===== src/rtl/sync_ram_arbiter_16x4.sv =====
// Round-robin access controller that lets two requesters share the
// single-port 16x4 synchronous RAM. After reset it can sweep the RAM with
// CLEAR_VAL before serving any request, then grants at most one access per
// cycle and alternates between the two sides under contention.
module sync_ram_arbiter_16x4 #(
  parameter logic [3:0] CLEAR_VAL      = 4'b0000,
  parameter bit         CLEAR_ON_RESET = 1'b1
) (
  input  logic       clk,
  input  logic       rst_n,
  input  logic       req_a,
  input  logic       req_b,
  input  logic       we_a,
  input  logic       we_b,
  input  logic [3:0] addr_a,
  input  logic [3:0] addr_b,
  input  logic [3:0] wdata_a,
  input  logic [3:0] wdata_b,
  output logic       gnt_a,
  output logic       gnt_b,
  output logic       rvalid_a,
  output logic       rvalid_b,
  output logic [3:0] rdata,
  output logic       busy,
  output logic       ram_we,
  output logic [3:0] ram_addr,
  output logic [3:0] ram_data,
  input  logic [3:0] ram_q
);

  typedef enum logic {
    CLEAR = 1'b0,
    SERVE = 1'b1
  } state_t;

  state_t     state_q, state_d;
  logic [3:0] clr_addr_q, clr_addr_d;
  logic       prio_q, prio_d;
  logic       rvalid_a_q, rvalid_a_d;
  logic       rvalid_b_q, rvalid_b_d;

  // Grant decision: a lone requester always wins, a tie goes to prio_q
  // (0 = A, 1 = B); nothing is granted in reset or during the clear pass.
  always_comb begin
    gnt_a = 1'b0;
    gnt_b = 1'b0;
    if (rst_n && (state_q == SERVE)) begin
      if (req_a && (!req_b || !prio_q)) begin
        gnt_a = 1'b1;
      end else if (req_b) begin
        gnt_b = 1'b1;
      end
    end
  end

  // RAM port steering: clear sweep, granted requester, or an idle read of A.
  always_comb begin
    ram_we   = 1'b0;
    ram_addr = addr_a;
    ram_data = wdata_a;
    busy     = (state_q == CLEAR);
    if (!rst_n) begin
      busy = CLEAR_ON_RESET;
    end else if (state_q == CLEAR) begin
      ram_we   = 1'b1;
      ram_addr = clr_addr_q;
      ram_data = CLEAR_VAL;
    end else if (gnt_a) begin
      ram_we   = we_a;
      ram_addr = addr_a;
      ram_data = wdata_a;
    end else if (gnt_b) begin
      ram_we   = we_b;
      ram_addr = addr_b;
      ram_data = wdata_b;
    end
  end

  // Next-state logic: clear address sweep, priority hand-off and read valids.
  always_comb begin
    state_d    = state_q;
    clr_addr_d = clr_addr_q;
    prio_d     = prio_q;
    rvalid_a_d = req_a & gnt_a & ~we_a;
    rvalid_b_d = req_b & gnt_b & ~we_b;
    case (state_q)
      CLEAR: begin
        clr_addr_d = clr_addr_q + 4'd1;
        if (clr_addr_q == 4'd15) begin
          state_d = SERVE;
        end
      end
      SERVE: begin
        if (gnt_a) begin
          prio_d = 1'b1;
        end else if (gnt_b) begin
          prio_d = 1'b0;
        end
      end
      default: begin
        state_d = SERVE;
      end
    endcase
  end

  // State registers with synchronous active-low reset.
  always_ff @(posedge clk) begin
    if (!rst_n) begin
      state_q    <= CLEAR_ON_RESET ? CLEAR : SERVE;
      clr_addr_q <= 4'd0;
      prio_q     <= 1'b0;
      rvalid_a_q <= 1'b0;
      rvalid_b_q <= 1'b0;
    end else begin
      state_q    <= state_d;
      clr_addr_q <= clr_addr_d;
      prio_q     <= prio_d;
      rvalid_a_q <= rvalid_a_d;
      rvalid_b_q <= rvalid_b_d;
    end
  end

  // A read whose response would land while reset is held is never delivered,
  // so the registered valids are suppressed as soon as rst_n drops.
  assign rvalid_a = rvalid_a_q & rst_n;
  assign rvalid_b = rvalid_b_q & rst_n;
  assign rdata    = ram_q;

endmodule


===== config.mk =====
export PLATFORM = sky130hd
export DESIGN_NAME = sync_ram_arbiter_16x4
export DESIGN_NICKNAME = d
export VERILOG_FILES = /design/src/rtl/sync_ram_arbiter_16x4.sv
export SDC_FILE = /design/constraint.sdc
export NUM_CORES = 1
export LEC_CHECK = 0
export CORE_UTILIZATION = 37
export DETAILED_ROUTE_END_ITERATION = 10
export PLACE_DENSITY_LB_ADDON = 0.3
export RECOVER_POWER = 50
export SYNTH_ARGS = -nofsm -noshare
export SYNTH_HDL_FRONTEND = slang
export SYNTH_SLANG_ARGS = --single-unit

===== constraint.sdc =====
create_clock -name clk -period 3.7 [get_ports clk]
set_input_delay 0.925 -clock clk [delete_from_list [all_inputs] [get_ports clk]]
set_output_delay 0.925 -clock clk [all_outputs]
set_load 0.01 [all_outputs]

==> results of run 1 <==
cell usage after synthesis (all sizes together):
master	instances
a311o	4
nor2b	4
inv	5
xnor2	1
a31oi	2
ha	1
xor2	2
and2b	2
buf	9
nor4b	4
nand2	9
nor2	7
nand3	2
a21oi	1
nand4b	1
o22ai	4
dfxtp	8
a311oi	5
nand2b	1
nor3	6
mux2i	1
and2	2
or2b	1
what timing repair did:
item,CTS,global route
setup endpoints to repair,0,2
resized for setup,0,3
hold buffers,0,0
worst max-delay path: cells and delay by family:
family          cells  cell delay, ns
compound gates      1            0.32
buf+inv             3            1.16
simple gates        2            0.27
flip-flops by register name, indices dropped and copies added, names as in the netlist:
| name | count |
|---|---|
| state_q | 1 |
| clr_addr_q | 4 |
| rvalid_b_q | 1 |
| prio_q | 1 |
| rvalid_a_q | 1 |
path summary, 6_finish.rpt:
| check | startpoint | end | slack, ns | cells past startpoint |
|---|---|---|---|---|
| worst max register to register | state_q$_SDFF_PN0_ | clr_addr_q[3]$_SDFFE_PN0N_ | 2.39 | 4 |
| worst min register to register | clr_addr_q[3]$_SDFFE_PN0N_ | state_q$_SDFF_PN0_ | 0.55 | 2 |
| worst min-delay path | clr_addr_q[3]$_SDFFE_PN0N_ | state_q$_SDFF_PN0_ | 0.55 | 2 |
| worst max-delay path | req_a | ram_data[1] | 0.1 | 6 |
power groups by stage:
stage                     Clock, mW  Sequential [mW]  Combinational [mW]
after floorplan                   0           0.0935              0.0335
after global placement            0           0.0941              0.0709
after detailed placement          0           0.0942              0.0719
after CTS                    0.0706           0.0923              0.0726
after global routing         0.0757           0.0928              0.0781
final                        0.0692           0.0923              0.0719
stage by stage:
step	instance area, sq um	worst slack, ns
2_1_floorplan	651	1.17
4_1_cts	1000	0.0596
3_5_place_dp	981	0.0668
5_1_grt	1010	0.0269
6_report	1010	0.0975
3_3_place_gp	981	0.0759
layer usage:
layer  GRT usage  part of all wire  wire length (um)
met5           0                 0                 0
met4      0.0970             0.016                28
met3      0.0458             0.098               170
met2       0.293              0.44               767
met1       0.249              0.44               762
logic make-up (layout without fill, tap and decap cells):
group,Yosys count,in the layout,synth area share
xor gates and xnor gates,3,3,0.0404
muxes,1,1,0.0154
and+or+nand+nor,39,39,0.348
AOI/OAI and AO/OA,16,16,0.194
adders and majority gates,1,1,0.0192
buffers and inverters,14,47,0.137
DFF,8,8,0.246
final cells by class:
| cell class | instances | area, sq um |
|---|---|---|
| flip-flops and latches | 8 | 160 |
| fillers | 127 | 568 |
| inverters | 5 | 18.8 |
| repair buffers | 39 | 374 |
| clock buffers | 3 | 22.5 |
| multi-input cells | 60 | 413 |
| well taps | 16 | 20.0 |
==> out/qor.txt, run 1 <==
Status: finished, violations left
Violated checks: DRC
Proportion of power drawn by combinational gates: 0.308
Startpoint types: input pin
P_sw: 0.0628 mW
Worst hold slack: 0.553 ns
Power Internal: 0.171 mW
Synth top area share: 0.246
Netlist cell types: 29
Die area: 0.00193 sq mm
Synthesized flop and latch total: 8
Total number of vias: 728
Slowest CP cell: clkdlybuf4s50_1
Peak Freq: 278 MHz
Syn nets: 109
Total CTS buffers: 3
DP HPWL: 1320 um
Area contributors post-synth: dfxtp_1 25%, a311oi_1 6.7%, a311o_1 6.2%, buf_4 5.8%, nor4b_1 5.4%
Unrepaired setup endpoints after global routing: no
Worst hold path class: flip-flop to flip-flop
Commonest non-fill, non-tap cell in the layout: clkdlybuf4s50_1
Num rows: 14
Worst EP arrival: 2.68 ns
VDD IR max: 0.178 mV
DRT Pass-1 Iters: 7
Synth Warn #: 0
Total gr overflow: 0
Pins Over Slew Limit: 0
Cells along the critical path: clkdlybuf4s50_1 > nor2b_4 > buf_4 > nor3_1 > a311o_1 > clkdlybuf4s50_1
Number of global-route vias before repair: 654
Max transition margin: 0.722
Final Util: 0.640
Mapped Cells: 82
Final-report hold violation count: 0
Total Nets Final: 144
Core Area: 0.00158 sq mm
Starting Density: 0.413
Initial DRC count: 16
CP dominant cell by count: clkdlybuf4s50_1
Clk root buf: clkbuf_4
GP Congestion: 0.861
Syn avg cell area: 7.93 sq um
I/O pins: 44
Largest net degree at the start of global routing: 16
Non-Filler Instances: 131
CP required: 2.77 ns
Commonest non-fill, non-tap cells in the layout: 33 x clkdlybuf4s50_1, 8 x dfxtp_1, 7 x nand2_1, 7 x nor2_1, 6 x nor3_1
Die height: 43.9 um
Register area share after synthesis: 0.246
Mapped cell area: 651 sq um
Cell total after placement: 128
Final wirelength: 1730 um
Pleak: 0.382 nW
Buffers on Ports: 35
Worst Max-Slew Pin Slew: 0.417 ns
Share of layout cells above drive strength 1: 0.104
Setup TNS: 0 ns
Postcts setup bufs: 0
Sequential Power Share: 0.396
Max-Cap Viols: 0
Final Cycle Share: 0.974
Sink Count: 8
CTS clk-pin slew, worst paths: 0.05 ns
Crit. End Element: output port
Switching part of the total: 0.269
Area leader, netlist: dfxtp_1
Chip width: 43.9 um
Max Root-Sink Buffers: 2
Antenna Nets Post-Route: 0
First-pass GRT wire length: 2730 um
Final setup vio count: 0
PD cells: 231 mW/mm^2
Minimum clock period: 3.60 ns
Clock power share: 0.297
P&R area growth vs syn: 55.0%
DRC: 4
Total track usage: 0.191
Setup Skew: 0.000910 ns
CP max stage delay: 0.53 ns
Crit path max fanout: 5
Clock Latency Late Sink: 0.26 ns
TritonCTS clock tree: built
Setup Crit Path Kind: input pin to output port
Antenna violations before repair: 0
Post-route total power: 0.233 mW
Via density: 5.56
Ant. Diodes: 0
H-Tree Depth: 1
DR WL/cell: 13.2 um
(Power assumes the default switching activity.)
==> run 2, diff against run 1 <==
--- a/config.mk
+++ b/config.mk
@@ -5,7 +5,9 @@
 export SDC_FILE = /design/constraint.sdc
 export NUM_CORES = 1
 export LEC_CHECK = 0
-export CORE_UTILIZATION = 37
+export CELL_PAD_IN_SITES_DETAIL_PLACEMENT = 0
+export CELL_PAD_IN_SITES_GLOBAL_PLACEMENT = 1
+export CORE_UTILIZATION = 25
 export DETAILED_ROUTE_END_ITERATION = 10
 export PLACE_DENSITY_LB_ADDON = 0.3
 export RECOVER_POWER = 50
==> run 2 against run 1 <==
Against the previous run: the run now ends clean; via count decreased by 2.2%; design area increased by 3.0%; final cell count increased by 11%; register-to-register slack got worse by 0.08 ns; sequential power about the same; combinational power increased by 0.7%; setup slack got worse by 0.015 ns; sequential cell count unchanged; critical endpoint is now ram_addr[1]; largest cell class unchanged.
==> out/qor.txt, run 2 (synthesized netlist as in run 1, its figures left out) <==
Total track usage: 0.142
Commonest non-fill, non-tap cell in the layout: clkdlybuf4s50_1
Setup Skew: 0.00599 ns
Final Cycle Share: 0.978
Initial DRC count: 12
Cells along the critical path: clkdlybuf4s50_1 > nor2b_4 > nor4b_1 > a311oi_1 > clkdlybuf4s50_1
Sink Count: 8
Footprint of the multi-input gates: 412 sq um
CP required: 2.77 ns
Commonest non-fill, non-tap cells in the layout: 30 x clkdlybuf4s50_1, 8 x dfxtp_1, 7 x nand2_1, 7 x nor2_1
Chip width: 53.0 um
Num rows: 18
CTS clk-pin slew, worst paths: 0.06 ns
Cell total after placement: 141
Register area: 160 sq um
Die area: 0.00281 sq mm
Max Root-Sink Buffers: 2
First-pass GRT wire length: 2990 um
P&R area growth vs syn: 59.6%
DRC: 0
Final setup vio count: 0
Starting Density: 0.263
Max reg flops: 4
Final Util: 0.419
Share of layout cells above drive strength 1: 0.104
Post-route total power: 0.234 mW
Pleak: 0.424 nW
Reg with most FFs: clr_addr_q
Ant. Diodes: 0
Largest net degree at the start of global routing: 19
Final wirelength: 1860 um
I/O pins: 44
Minimum clock period: 3.62 ns
Peak Freq: 276 MHz
Final-report hold violation count: 0
Unrepaired setup endpoints after global routing: no
Setup Crit Path Kind: input pin to output port
CP dominant cell by count: clkdlybuf4s50_1
Status: finished clean
Worst EP arrival: 2.69 ns
Final instance area: 0.00104 sq mm
Clk root buf: clkbuf_4
DP HPWL: 1360 um
Crit path max fanout: 7
Clock Latency Late Sink: 0.25 ns
Total gr overflow: 0
Worst hold slack: 0.540 ns
Total Nets Final: 144
Post-Place Cell Area: 991 sq um
Pins Over Slew Limit: 0
TritonCTS clock tree: built
Core Area: 0.00248 sq mm
VDD IR max: 0.129 mV
DRT Pass-1 Iters: 6
Total CTS buffers: 3
GP Congestion: 0.749
Antenna Nets Post-Route: 0
Crit. End Element: output port
Die height: 53.0 um
Buffers on Ports: 35
Max-Cap Viols: 0
PD cells: 225 mW/mm^2
Slowest CP cell: clkdlybuf4s50_1
H-Tree Depth: 1
CP max stage delay: 0.59 ns
Total number of vias: 712
Non-Filler Instances: 145
Via density: 4.91
Antenna violations before repair: 0
DR WL/cell: 12.8 um
Max transition margin: 0.637
Worst Max-Slew Pin Slew: 0.544 ns
Number of global-route vias before repair: 653
Worst hold path class: flip-flop to flip-flop
Startpoint types: input pin
FILL cells: 261
[run 2: cell count changes in the layout (fill, tap and decap cells not counted)]
cell / delta
clkbuf_4: -1
clkdlybuf4s50_1: -3
nor3_2: +1
nor3_1: -1
dlygate4sd3_1: +1
buf_4: +1
nor4b_1: +1
dlymetal6s2s_1: +3
clkbuf_1: -1
nor4b_2: -1
[run 2: area by class of cell]
class / instances / share of cell area
well taps: 30 / 0.0361
inverters: 5 / 0.0181
flip-flops and latches: 8 / 0.154
clock buffers: 3 / 0.0217
repair buffers: 39 / 0.373
multi-input cells: 60 / 0.396
[run 2: critical path: cells and delay by family]
kind,cells,cell delay [ns]
simple gates,2,0.37
compound gates,1,0.27
buf+inv,2,1.13
[run 2: path summary, 6_finish.rpt]
path | slack (ns) | to | cells after the start | start
max | 0.08 | ram_addr[1] | 5 | req_a
min reg2reg | 0.54 | state_q$_SDFF_PN0_ | 2 | clr_addr_q[3]$_SDFFE_PN0N_
min | 0.54 | state_q$_SDFF_PN0_ | 2 | clr_addr_q[3]$_SDFFE_PN0N_
max reg2reg | 2.31 | clr_addr_q[3]$_SDFFE_PN0N_ | 4 | state_q$_SDFF_PN0_
[run 2: routing by layer]
layer	part of all wire	vias up	global-route usage
met5	0	-	0
met1	0.48	318	0.187
met2	0.44	28	0.232
li1	-	364	-
met4	0.0043	0	0.0395
met3	0.071	2	0.0259
[run 2: timing repair]
action,in CTS,in global routing
hold buffers,0,0
setup buffers,0,1
setup endpoints to repair,4,5
resized for setup,1,4
pin swaps,0,0
[run 2: metrics by stage]
step / setup slack, ns / TNS, ns
finish: 0.0823 / 0
global route: 0.0199 / 0
CTS: 0.0837 / 0
detailed placement: -0.0212 / -0.0314
global placement: 0.00833 / 0
floorplan: 1.17 / 0
[run 2: where the power goes]
part / leakage, nW / internal (mW) / total [mW] / switching, mW
registers: 0.0651 / 0.0891 / 0.0925 / 0.00343
logic: 0.345 / 0.0440 / 0.0724 / 0.0283
clock network: 0.0138 / 0.0373 / 0.0693 / 0.0320
total: 0.424 / 0.170 / 0.234 / 0.0637
